`src/rtl/adder_pkg.sv`:
```
// adder_pkg: shared widths and beat types for the adder datapath.
package adder_pkg;
    localparam int MANT_W = 24;
    localparam int EXP_W  = 8;
    localparam int IDX_W  = $clog2(MANT_W + 1);

    typedef struct packed {
        logic              carry;
        logic [MANT_W-1:0] mant;
        logic [2:0]        grs;
    } raw_sum_t;

    typedef struct packed {
        logic [MANT_W-1:0] mant;
        logic [EXP_W-1:0]  exp;
        logic              zero;
        logic              ovf;
        logic              unf;
    } norm_res_t;
endpackage

```
`src/rtl/find_first_one.sv`:
```
// FindFirstOne: index of the most significant set bit of vec; found = 0 when vec is all zero.
module FindFirstOne #(
    parameter int W = 25
) (
    input  logic [W-1:0]         vec,
    output logic [$clog2(W)-1:0] idx,
    output logic                 found
);
    localparam int IW = $clog2(W);

    always_comb begin
        idx = '0;
        for (int i = 0; i < W; i++)
            if (vec[i]) idx = IW'(i);
        found = |vec;
    end
endmodule

```
`src/rtl/norm_round.sv`:
```
// norm_round: shifts the raw sum into 1.xxx form, adjusts the exponent and raises zero/unf/ovf.
// ROUND_NEAREST_EN builds round-to-nearest-even; otherwise G/R/S are truncated.
module norm_round #(
    parameter int MANT_W = 24,
    parameter int EXP_W  = 8,
    parameter int IDX_W  = 5
) (
    input  logic [MANT_W+3:0] sum,
    input  logic [EXP_W-1:0]  exp_in,
    input  logic [IDX_W-1:0]  idx,
    input  logic              found,
    output logic [MANT_W-1:0] mant,
    output logic [EXP_W-1:0]  exp_out,
    output logic              zero,
    output logic              ovf,
    output logic              unf
);
    localparam int XW = EXP_W + 2;
    localparam logic [XW-1:0] EXP_MAX = XW'((1 << EXP_W) - 1);

    logic              carry;
    logic [XW-1:0]     lsh;
    logic [XW-1:0]     exp_ext;
    logic [XW-1:0]     exp_n;
    logic [XW-1:0]     exp_r;
    logic [MANT_W+2:0] w;
    logic [MANT_W-1:0] mant_n;
    logic [MANT_W-1:0] mant_r;
`ifdef ROUND_NEAREST_EN
    logic [MANT_W:0]   rnd;
`endif

    // w = {mant, guard, round, sticky} after alignment; the carry path folds its low bits into sticky.
    always_comb begin
        carry   = sum[MANT_W+3];
        exp_ext = {2'b00, exp_in};
        lsh     = XW'(MANT_W - 1) - XW'(idx);
        w       = carry ? {sum[MANT_W+3:2], |sum[1:0]} : sum[MANT_W+2:0] << lsh;
        mant_n  = MANT_W'(w >> 3);
        exp_n   = carry ? exp_ext + XW'(1) : exp_ext - lsh;
`ifdef ROUND_NEAREST_EN
        rnd     = {1'b0, mant_n} + {{MANT_W{1'b0}}, w[2] & (|w[1:0] | mant_n[0])};
        mant_r  = rnd[MANT_W] ? {1'b1, {(MANT_W-1){1'b0}}} : rnd[MANT_W-1:0];
        exp_r   = exp_n + {{(XW-1){1'b0}}, rnd[MANT_W]};
`else
        mant_r  = mant_n;
        exp_r   = exp_n;
`endif
        zero    = !found;
        unf     = found && !carry && exp_ext <= lsh;
        ovf     = found && !unf && exp_r >= EXP_MAX;
        mant    = (zero || unf || ovf) ? '0 : mant_r;
        exp_out = (zero || unf) ? '0 : ovf ? '1 : exp_r[EXP_W-1:0];
    end
endmodule

```
`src/rtl/normalize_stage.sv`:
```
// normalize_stage: 2-stage post-add normalizer (S1 = sum + leading-one index, S2 = normalized result).
// Define ROUND_NEAREST_EN for round-to-nearest-even; the default build truncates G/R/S.
module normalize_stage #(
    parameter int MANT_W = adder_pkg::MANT_W,
    parameter int EXP_W  = adder_pkg::EXP_W
) (
    input  logic              clock,
    input  logic              reset_n,
    input  logic              in_valid,
    output logic              in_ready,
    input  logic [MANT_W+3:0] in_sum,
    input  logic [EXP_W-1:0]  in_exp,
    output logic              out_valid,
    input  logic              out_ready,
    output logic [MANT_W-1:0] out_mant,
    output logic [EXP_W-1:0]  out_exp,
    output logic              out_zero,
    output logic              out_ovf,
    output logic              out_unf
);
    import adder_pkg::*;

    localparam int IW = $clog2(MANT_W + 1);

    logic              s1_load, s2_load, s1_take, s2_take;
    logic              s1_valid_q, s1_valid_d, s2_valid_q, s2_valid_d;
    logic [MANT_W+3:0] s1_sum_q, s1_sum_d;
    logic [EXP_W-1:0]  s1_exp_q, s1_exp_d;
    logic [IW-1:0]     s1_idx_q, s1_idx_d, ffo_idx;
    logic              s1_found_q, s1_found_d, ffo_found;
    logic [MANT_W-1:0] s2_mant_q, s2_mant_d, nr_mant;
    logic [EXP_W-1:0]  s2_exp_q, s2_exp_d, nr_exp;
    logic              s2_zero_q, s2_zero_d, nr_zero;
    logic              s2_ovf_q, s2_ovf_d, nr_ovf;
    logic              s2_unf_q, s2_unf_d, nr_unf;

    FindFirstOne #(.W(MANT_W + 1)) u_ffo (
        .vec   (in_sum[MANT_W+3:3]),
        .idx   (ffo_idx),
        .found (ffo_found)
    );

    norm_round #(.MANT_W(MANT_W), .EXP_W(EXP_W), .IDX_W(IW)) u_norm_round (
        .sum     (s1_sum_q),
        .exp_in  (s1_exp_q),
        .idx     (s1_idx_q),
        .found   (s1_found_q),
        .mant    (nr_mant),
        .exp_out (nr_exp),
        .zero    (nr_zero),
        .ovf     (nr_ovf),
        .unf     (nr_unf)
    );

    // Each stage advances when empty or when the stage after it drains, so a full pipe still streams.
    always_comb begin
        s2_load    = !s2_valid_q || out_ready;
        s1_load    = !s1_valid_q || s2_load;
        in_ready   = reset_n && s1_load;
        s1_take    = s1_load && in_valid;
        s2_take    = s2_load && s1_valid_q;
        s1_valid_d = s1_load ? in_valid : s1_valid_q;
        s1_sum_d   = s1_take ? in_sum : s1_sum_q;
        s1_exp_d   = s1_take ? in_exp : s1_exp_q;
        s1_idx_d   = s1_take ? ffo_idx : s1_idx_q;
        s1_found_d = s1_take ? ffo_found : s1_found_q;
        s2_valid_d = s2_load ? s1_valid_q : s2_valid_q;
        s2_mant_d  = s2_take ? nr_mant : s2_mant_q;
        s2_exp_d   = s2_take ? nr_exp : s2_exp_q;
        s2_zero_d  = s2_take ? nr_zero : s2_zero_q;
        s2_ovf_d   = s2_take ? nr_ovf : s2_ovf_q;
        s2_unf_d   = s2_take ? nr_unf : s2_unf_q;
    end

    always_ff @(posedge clock) begin
        if (!reset_n) begin
            s1_valid_q <= 1'b0;
            s1_sum_q   <= '0;
            s1_exp_q   <= '0;
            s1_idx_q   <= '0;
            s1_found_q <= 1'b0;
            s2_valid_q <= 1'b0;
            s2_mant_q  <= '0;
            s2_exp_q   <= '0;
            s2_zero_q  <= 1'b0;
            s2_ovf_q   <= 1'b0;
            s2_unf_q   <= 1'b0;
        end else begin
            s1_valid_q <= s1_valid_d;
            s1_sum_q   <= s1_sum_d;
            s1_exp_q   <= s1_exp_d;
            s1_idx_q   <= s1_idx_d;
            s1_found_q <= s1_found_d;
            s2_valid_q <= s2_valid_d;
            s2_mant_q  <= s2_mant_d;
            s2_exp_q   <= s2_exp_d;
            s2_zero_q  <= s2_zero_d;
            s2_ovf_q   <= s2_ovf_d;
            s2_unf_q   <= s2_unf_d;
        end
    end

    assign out_valid = s2_valid_q;
    assign out_mant  = s2_mant_q;
    assign out_exp   = s2_exp_q;
    assign out_zero  = s2_zero_q;
    assign out_ovf   = s2_ovf_q;
    assign out_unf   = s2_unf_q;
endmodule

```
`config.mk`:
```
export PLATFORM = sky130hd
export DESIGN_NAME = normalize_stage
export DESIGN_NICKNAME = d
export VERILOG_FILES = /design/src/rtl/adder_pkg.sv /design/src/rtl/find_first_one.sv /design/src/rtl/norm_round.sv /design/src/rtl/normalize_stage.sv
export SDC_FILE = /design/constraint.sdc
export NUM_CORES = 1
export LEC_CHECK = 0
export ABC_CLOCK_PERIOD_IN_PS = 3550
export CAP_MARGIN = 40
export CORE_ASPECT_RATIO = 0.7
export CORE_UTILIZATION = 57
export DETAILED_ROUTE_END_ITERATION = 6
export PLACE_DENSITY = 0.82
export SLEW_MARGIN = 0
export SYNTH_ARGS = -nofsm -noshare
export SYNTH_HDL_FRONTEND = slang
export SYNTH_HIERARCHICAL = 1
export SYNTH_SLANG_ARGS = --single-unit
export TNS_END_PERCENT = 10
```
`constraint.sdc`:
```
create_clock -name clock -period 3.55 [get_ports clock]
set_input_delay 1.065 -clock clock [delete_from_list [all_inputs] [get_ports clock]]
set_output_delay 1.065 -clock clock [all_outputs]
set_load 0.01 [all_outputs]
```
* Word-level counts from Yosys, hierarchy flattened
Cells that the tools add are included.
** Word-level totals
- Register bits :: 79
- Bits in latches :: 0
- RAM bits :: 0
- ROM bits :: 0
- Input bits :: 40
- Output and inout bits :: 37
- Word-level logic and storage cells :: 64
- Memories kept :: 0
** Cells by class
- $add $sub $neg :: 3
- Multiply operators :: 0
- Div/mod/pow operators :: 0
- Magnitude comparators :: 2
- Equality and inequality tests :: 0
- Shift operators :: 1
- Muxes and demuxes :: 29
- Bitwise logic cells :: 0
- Reductions and logical operators :: 18
** Operator list (number)
- $mux W5 :: 9
- $mux W4 :: 8
- $mux W27 :: 1
- $shl A27 B10 Y27 :: 1
- $reduce_or A25 Y1 :: 1
- $mux W24 :: 1
- $mux W8 :: 2
- $mux W3 :: 4
- $ge A10 B8 Y1 const B :: 1
- $le A8 B10 Y1 :: 1
- $mux W10 :: 1
- $sub A8 B10 Y10 :: 1
- $add A8 B1 Y9 const B :: 1
- $logic_and A1 B1 Y1 :: 7
- $sub A5 B5 Y6 const A :: 1
- $logic_not A1 Y1 :: 5
- $logic_or A1 B1 Y1 :: 4
- $mux W2 :: 2
- $reduce_or A2 Y1 :: 1
- $mux W1 :: 1

* Logic depth before layout (Yosys ltp)
Gate-level depths: netlist (run 1).
- Depth after elaboration :: 24
- Depth in mapped cells :: 16

* Cells and area by module
Netlist (run 1), hierarchy kept.
** Modules (own cells, without submodules)
- normalize_stage :: times used 1, cells an instance 351, area an instance 3230.6 µm²
- norm_round :: times used 1, cells an instance 332, area an instance 2494.9 µm²
- FindFirstOne :: times used 1, cells an instance 50, area an instance 277.8 µm²

* Worst setup path before layout (run 1)
OpenSTA, ideal clock, no wires.
- Path kind :: register to register
- Start :: register s1_idx_q[0]
- End :: register s2_mant_q[13] (netlist: out_mant[13])
- Arrival time :: 3.184 ns
- Path slack :: 0.296 ns
- Stages on the path, launching flop included :: 17
- Buffers on the path :: 4
- Path through :: dfxtp_1 > buf_2 > buf_2 > inv_1 > buf_2 > ha_1 > fa_1 > nand2b_1 > a211oi_1 > o21ai_0 > a221oi_1 > nand4b_1 > o211ai_4 > buf_6 > a21oi_2 > nand3_1 > a21boi_1
** Between the ends
- Word-level cells in the longest chain between the ends :: 8
- Elaborated cells between the ends (all ways) :: 14
- Those cells by class :: add/sub: 2; order compare: 2; shift: 1; mux: 3; reduce/logical: 6
** RTL lines
- start: declaration :: RTL line normalize_stage.sv:29 : logic [IW-1:0] s1_idx_q, s1_idx_d, ffo_idx;
- start signal: assignment :: RTL line normalize_stage.sv:92 : s1_idx_q <= s1_idx_d;
- $sub A5 B5 Y6 (*) :: RTL line norm_round.sv:37 : lsh = XW'(MANT_W - 1) - XW'(idx);
- parallel branches: the longest is 6 deep, another holds $sub A8 B10 Y10
- $mux W24 (*) :: RTL line norm_round.sv:52 : mant = (zero || unf || ovf) ? '0 : mant_r;
- net nr_mant[13] :: RTL line normalize_stage.sv:31 : logic [MANT_W-1:0] s2_mant_q, s2_mant_d, nr_mant;
- end signal: assignment :: RTL line normalize_stage.sv:95 : s2_mant_q <= s2_mant_d;
- end: declaration :: RTL line normalize_stage.sv:31
Mark *: on every way through the listed nets, which the timed path passes.
A chain may end at the register's enable or synchronous reset.

* Worst setup path after layout (run 1)
- Start :: input port out_ready
- End :: output port in_ready
** Between the ends
- Word-level cells in the longest chain between the ends :: 3
** RTL lines
- start: declaration :: RTL line normalize_stage.sv:14 : input logic out_ready,
- $logic_or A1 B1 Y1 :: RTL line normalize_stage.sv:57 : s2_load = !s2_valid_q || out_ready;
- $logic_or A1 B1 Y1 :: RTL line normalize_stage.sv:58 : s1_load = !s1_valid_q || s2_load;
- $logic_and A1 B1 Y1 :: RTL line normalize_stage.sv:59 : in_ready = reset_n && s1_load;
- end: declaration :: RTL line normalize_stage.sv:10 : output logic in_ready,
Every way passes these cells.

==> flow_metrics.env, run 1 <==
export IMPL_status="completed"
export IMPL_numClockSinks=79
export IMPL_synth_area_per_cell_sq_um=8.190
export IMPL_drtAntennaViolNets=0
export IMPL_syn_num_nets=784
export IMPL_synthToLayoutAreaGrowth_pct=17.97
export IMPL_seq_area_frac_synth_pct=26.34
export IMPL_synthArstFlopShare_pct=0
export IMPL_synthFlopType="dfxtp_1"
export IMPL_core_area_sq_mm=0.009947
export IMPL_synth_area_leader_cell="dfxtp_1"
export IMPL_clockRootBuffer="clkbuf_16"
export IMPL_vdd_drop_max_mv=0.2801
export IMPL_period_share_pct=96.17
export IMPL_worstPathArrival_ns=2.35
export IMPL_post_route_min_period_ns=3.414
export IMPL_crit_path_max_incr_delay_ns=0.56
export IMPL_fin_skew_ns=0.006778
export IMPL_vias_per_cell=6.386
export IMPL_rsz0062_at_grt="no"
export IMPL_initial_core_util_pct=60.35
export IMPL_drc_errors=0
export IMPL_slew_viol_final=0
export IMPL_dr_pass1_iters=6
export IMPL_syn_area_sq_mm=0.006003
export IMPL_tightest_slew_ns=0.9357
export IMPL_synth_top_area_share_pct=26.34
export IMPL_final_util_pct=71.20
export IMPL_synth_cell_types=72
export IMPL_ys_top_cells_by_count="nand2_1, dfxtp_1, mux2i_1"
export IMPL_rows=30
export IMPL_htreeDepth=3
export IMPL_dp_hpwl_um=12160
export IMPL_worstSetupStartpointType="input port"
export IMPL_cts_tree="done"
export IMPL_min_path_type="flop to flop"
export IMPL_crit_path_frequent_cell="clkdlybuf4s50_1"
export IMPL_crit_fanout=2
export IMPL_die_height_um=87.87
export IMPL_dieArea_sq_mm=0.01095
export IMPL_wl_per_cell_um=18.41
export IMPL_synth_edf_count=0
export IMPL_yosysMostFrequentCell="nand2_1"
export IMPL_routed_wirelength_um=16810
export IMPL_antenna_found_initial=0
export IMPL_io_pins=77
export IMPL_dieWidth_um=124.7
export IMPL_cts_buffer_depth=2
export IMPL_postCtsHoldBufs=0
export IMPL_io_buffers=76
export IMPL_vias=5830
export IMPL_finalHoldViolCount=0
export IMPL_cts_resized=0
export IMPL_grt_pass1_vias=5507
export IMPL_antenna_diode_count=0
export IMPL_p_per_area_mw_per_mm2=379.8
export IMPL_critPathCaptureType="output pin"
export IMPL_drtIter0Drc=577
export IMPL_cp_required_ns=2.48
export IMPL_leakage_nw=2.533
export IMPL_place_gp_congestion=0.9455
export IMPL_final_nets=832
export IMPL_grt_pass1_wl_um=27530
export IMPL_grt_max_degree=85
export IMPL_n_fill_cell=801
export IMPL_yosys_top_cells_area="dfxtp_1, mux2i_1, nand2_1"
export IMPL_drive_above_1_share_pct=12.48
export IMPL_crit_path_cell_trace="clkdlybuf4s50_1, nor2b_4, a21boi_0, clkdlybuf4s50_1"
export IMPL_insertion_delay_ns=0.34
export IMPL_cts_clk_slew_worst_paths_ns=0.06
export IMPL_ys_ff_latch=79
export IMPL_max_freq_mhz=292.9
export IMPL_crit_type="input port to output pin"
export IMPL_tns_ns=0
export IMPL_grt_util_all_layers_pct=31.56
export IMPL_max_cap_violations=0
export IMPL_synth_cells=733
export IMPL_grt_overflow_total=0
export IMPL_cp_slowest_cell="clkdlybuf4s50_1"
export IMPL_cts_inserted_buffers=9
export IMPL_yosys_warnings=6
export IMPL_setup_viol=0
export IMPL_cts_setup_buffers=0
export IMPL_max_slew_margin_pct=37.55
## cell usage in the layout, fill, tap and decap left out, types with 3 or more instances in the layout
cell	n
a31o_2	3
mux2_2	6
a22oi_1	13
nor2b_1	6
a21oi_2	3
bufinv_16	3
a21oi_1	26
nand2b_1	10
a21boi_1	29
a31oi_1	8
o211ai_1	5
o21ai_0	51
o31ai_1	3
a222oi_1	5
buf_4	16
a21boi_0	8
nor3_1	9
a211oi_1	7
nand3_1	44
nor2_1	32
dfxtp_1	79
o22ai_1	3
inv_1	17
clkdlybuf4s50_1	75
nor2_2	17
a221oi_1	3
nor4_1	7
mux4_2	17
or3_1	3
ha_1	10
nand2_1	122
and2_1	7
clkbuf_16	9
mux2i_1	66
nand4_1	7
## worst paths after layout
check,slack (ns),cells after the start,end,startpoint
max,0.14,4,in_ready,out_ready
min,0.47,2,out_mant[19],out_mant[19]
max reg2reg,0.28,13,out_mant[21],s1_idx_q[3]
min reg2reg,0.47,2,out_mant[19],out_mant[19]
## through the flow
step	worst slack (ns)	hold WS [ns]	power (W)	instance area, sq um	cells
after floorplan	0.2962	0.4314	0.001450	6003	733
after CTS	0.1253	0.4733	0.002686	7082	913
after detailed placement	0.1253	0.4648	0.001634	6746	898
after global routing	0.07143	0.4914	0.002796	7082	913
after global placement	0.1402	0.4566	0.001610	6688	895
final	0.1361	0.4727	0.002690	7082	913
## cell type report
cell class	instances	area, sq um	area share (%)
Inverter	19	71.32	1.007
Sequential cell	79	1582	22.33
Clock inverter	6	110.1	1.555
Clock buffer	9	225.2	3.180
Timing Repair Buffer	96	954.7	13.48
Tap cell	128	160.2	2.261
Multi-Input combinational cell	576	3979	56.18
## report_power, final
part	total, W	internal (W)	switching (W)
Combinational	0.000660	0.000285	0.000375
Sequential	0.000975	0.000924	0.0000509
Clock	0.00105	0.000682	0.000372
## worst max-delay path: cells and delay by family
kind / cells / cell delay (ns)
compound gates: 1 / 0.15
buf+inv: 2 / 1.08
simple gates: 1 / 0.05
## per-layer routing
layer	routed length, um	track usage (%)	part of all wire (%)
met5	0	0	0
met4	390	12.16	2.3
met3	1474	8.247	8.8
met2	7657	51.73	46
met1	7285	40.35	43
## registers in the layout, summed over array words and instances, names as in the netlist
register	count
out_ovf	1
s1_valid_q	1
s1_idx_q	5
out_zero	1
s1_found_q	1
out_valid	1
out_exp	8
out_unf	1
s1_sum_q	28
out_mant	24
s1_exp_q	8
## logic make-up after synthesis
family | synth area share [%]
muxes | 18.51
DFF | 26.34
AOI/OAI and AO/OA | 21.86
adders and majority gates | 2.605
xor gates and xnor gates | 0.8337
buffers and inverters | 7.503
and+or+nand+nor | 22.34
Power figures use the tool's default switching activity.
==> inputs of run 2 (changes only) <==
SLEW_MARGIN = 20   (was 0)
==> flow_metrics.env, run 2 (synthesized netlist as in run 1, its figures left out) <==
export IMPL_status="completed"
export IMPL_vdd_drop_max_mv=0.2330
export IMPL_critPathCaptureType="output pin"
export IMPL_drtIter0Drc=603
export IMPL_htreeDepth=3
export IMPL_crit_type="input port to output pin"
export IMPL_routed_wirelength_um=16680
export IMPL_rows=30
export IMPL_cp_required_ns=2.48
export IMPL_max_cap_violations=0
export IMPL_drtAntennaViolNets=0
export IMPL_final_nets=833
export IMPL_p_per_area_mw_per_mm2=372.7
export IMPL_crit_start="out_ready"
export IMPL_antenna_found_initial=0
export IMPL_period_share_pct=96.20
export IMPL_grt_overflow_total=0
export IMPL_vias_per_cell=6.376
export IMPL_dieArea_sq_mm=0.01095
export IMPL_numClockSinks=79
export IMPL_pre_cts_ws_ns=0.1183
export IMPL_r2r_cells=13
export IMPL_rsz0062_at_grt="no"
export IMPL_slew_viol_final=0
export IMPL_finalHoldViolCount=0
export IMPL_drive_above_1_share_pct=12.72
export IMPL_antenna_diode_count=0
export IMPL_worstSetupStartpointType="input port"
export IMPL_rr_endpoint="out_mant[22]"
export IMPL_multi_input_area_sq_mm=0.003983
export IMPL_min_path_type="flop to flop"
export IMPL_postCtsHoldBufs=0
export IMPL_io_buffers=76
export IMPL_initial_core_util_pct=60.35
export IMPL_tightest_slew_ns=0.8622
export IMPL_post_route_min_period_ns=3.415
export IMPL_final_cell_mix="nand2_1, dfxtp_1, clkdlybuf4s50_1"
export IMPL_synthToLayoutAreaGrowth_pct=18.11
export IMPL_max_freq_mhz=292.8
export IMPL_dieWidth_um=124.7
export IMPL_largest_register="s1_sum_q"
export IMPL_grt_max_degree=85
export IMPL_n_fill_cell=766
export IMPL_final_util_pct=71.28
export IMPL_drc_errors=0
export IMPL_cts_buffer_depth=2
export IMPL_tns_ns=0
export IMPL_leakage_nw=2.532
export IMPL_die_height_um=87.87
export IMPL_wl_per_cell_um=18.25
export IMPL_regArea_sq_mm=0.001582
export IMPL_clockRootBuffer="clkbuf_16"
export IMPL_crit_fanout=2
export IMPL_cts_inserted_buffers=9
export IMPL_grt_util_all_layers_pct=30.97
export IMPL_max_slew_margin_pct=42.08
export IMPL_vias=5828
export IMPL_reg2reg_from="s1_exp_q[0]"
export IMPL_insertion_delay_ns=0.35
export IMPL_grt_pass1_vias=5397
export IMPL_dp_hpwl_um=12120
export IMPL_cts_tree="done"
export IMPL_core_area_sq_mm=0.009947
export IMPL_place_gp_congestion=0.9455
export IMPL_setup_viol=0
export IMPL_cts_setup_buffers=0
export IMPL_worstPathArrival_ns=2.35
export IMPL_r2r_slack_ns=0.32
export IMPL_largest_register_ffs=28
export IMPL_setup_worst_path_end="in_ready"
export IMPL_fin_skew_ns=0.006727
export IMPL_finalInstanceArea_sq_mm=0.007091
export IMPL_dr_pass1_iters=5
export IMPL_worstHoldStart="out_exp[6]"
export IMPL_place_area_sq_mm=0.006754
export IMPL_setup_ws_ns=0.1349
export IMPL_grt_pass1_wl_um=27050
export IMPL_final_common_cell="nand2_1"
export IMPL_io_pins=77
export IMPL_cts_clk_slew_worst_paths_ns=0.06
-- run 2: per-layer routing --
layer / share of wire (%) / vias to the layer above / GRT usage (%)
li1: - / 2758 / -
met1: 43 / 2743 / 41.17
met2: 46 / 278 / 50.08
met3: 8.9 / 47 / 6.720
met4: 2.2 / 2 / 10.41
met5: 0.14 / - / 3.361
-- run 2: worst max-delay path: stages --
cell and delay (ns):
clkdlybuf4s50_1 0.52, nor2b_4 0.05, a21boi_0 0.16, clkdlybuf4s50_1 0.55
-- run 2: final cells by class --
type / count / share of cell area, %
Sequential cell: 79 / 22.30
Clock buffer: 10 / 3.370
Multi-Input combinational cell: 576 / 56.17
Tap cell: 128 / 2.259
Inverter: 19 / 1.006
Timing Repair Buffer: 97 / 13.73
Clock inverter: 5 / 1.165
-- run 2: repair_timing --
action                     4_1_cts  5_1_grt
gates resized for setup          0        1
hold endpoints to repair         0        0
setup endpoints to repair        0        3
-- run 2: metrics by stage --
| stage | hold WS (ns) | std cells | total power, W |
|---|---|---|---|
| final | 0.4707 | 914 | 0.002643 |
| after detailed placement | 0.4648 | 898 | 0.001635 |
| after CTS | 0.4734 | 913 | 0.002639 |
| after floorplan | 0.4314 | 733 | 0.001450 |
| after global placement | 0.4566 | 895 | 0.001610 |
| after global routing | 0.4909 | 914 | 0.002750 |
-- run 2: how the worst min path moves through the flow --
stage                              to  slack, ns  cells after the start
after floorplan           s1_idx_q[0]       0.43                      2
after global placement    s1_idx_q[4]       0.46                      2
after detailed placement   out_exp[6]       0.46                      2
after CTS                  out_exp[6]       0.47                      2
after global routing      out_mant[2]       0.49                      2
final                      out_exp[6]       0.47                      2
-- run 2: where the power goes --
| group | total (W) | internal [W] | switching (W) |
|---|---|---|---|
| logic | 0.000662 | 0.000287 | 0.000375 |
| registers | 0.000975 | 0.000924 | 0.0000508 |
| clock network | 0.00101 | 0.000631 | 0.000375 |
| total | 0.00264 | 0.00184 | 0.000800 |
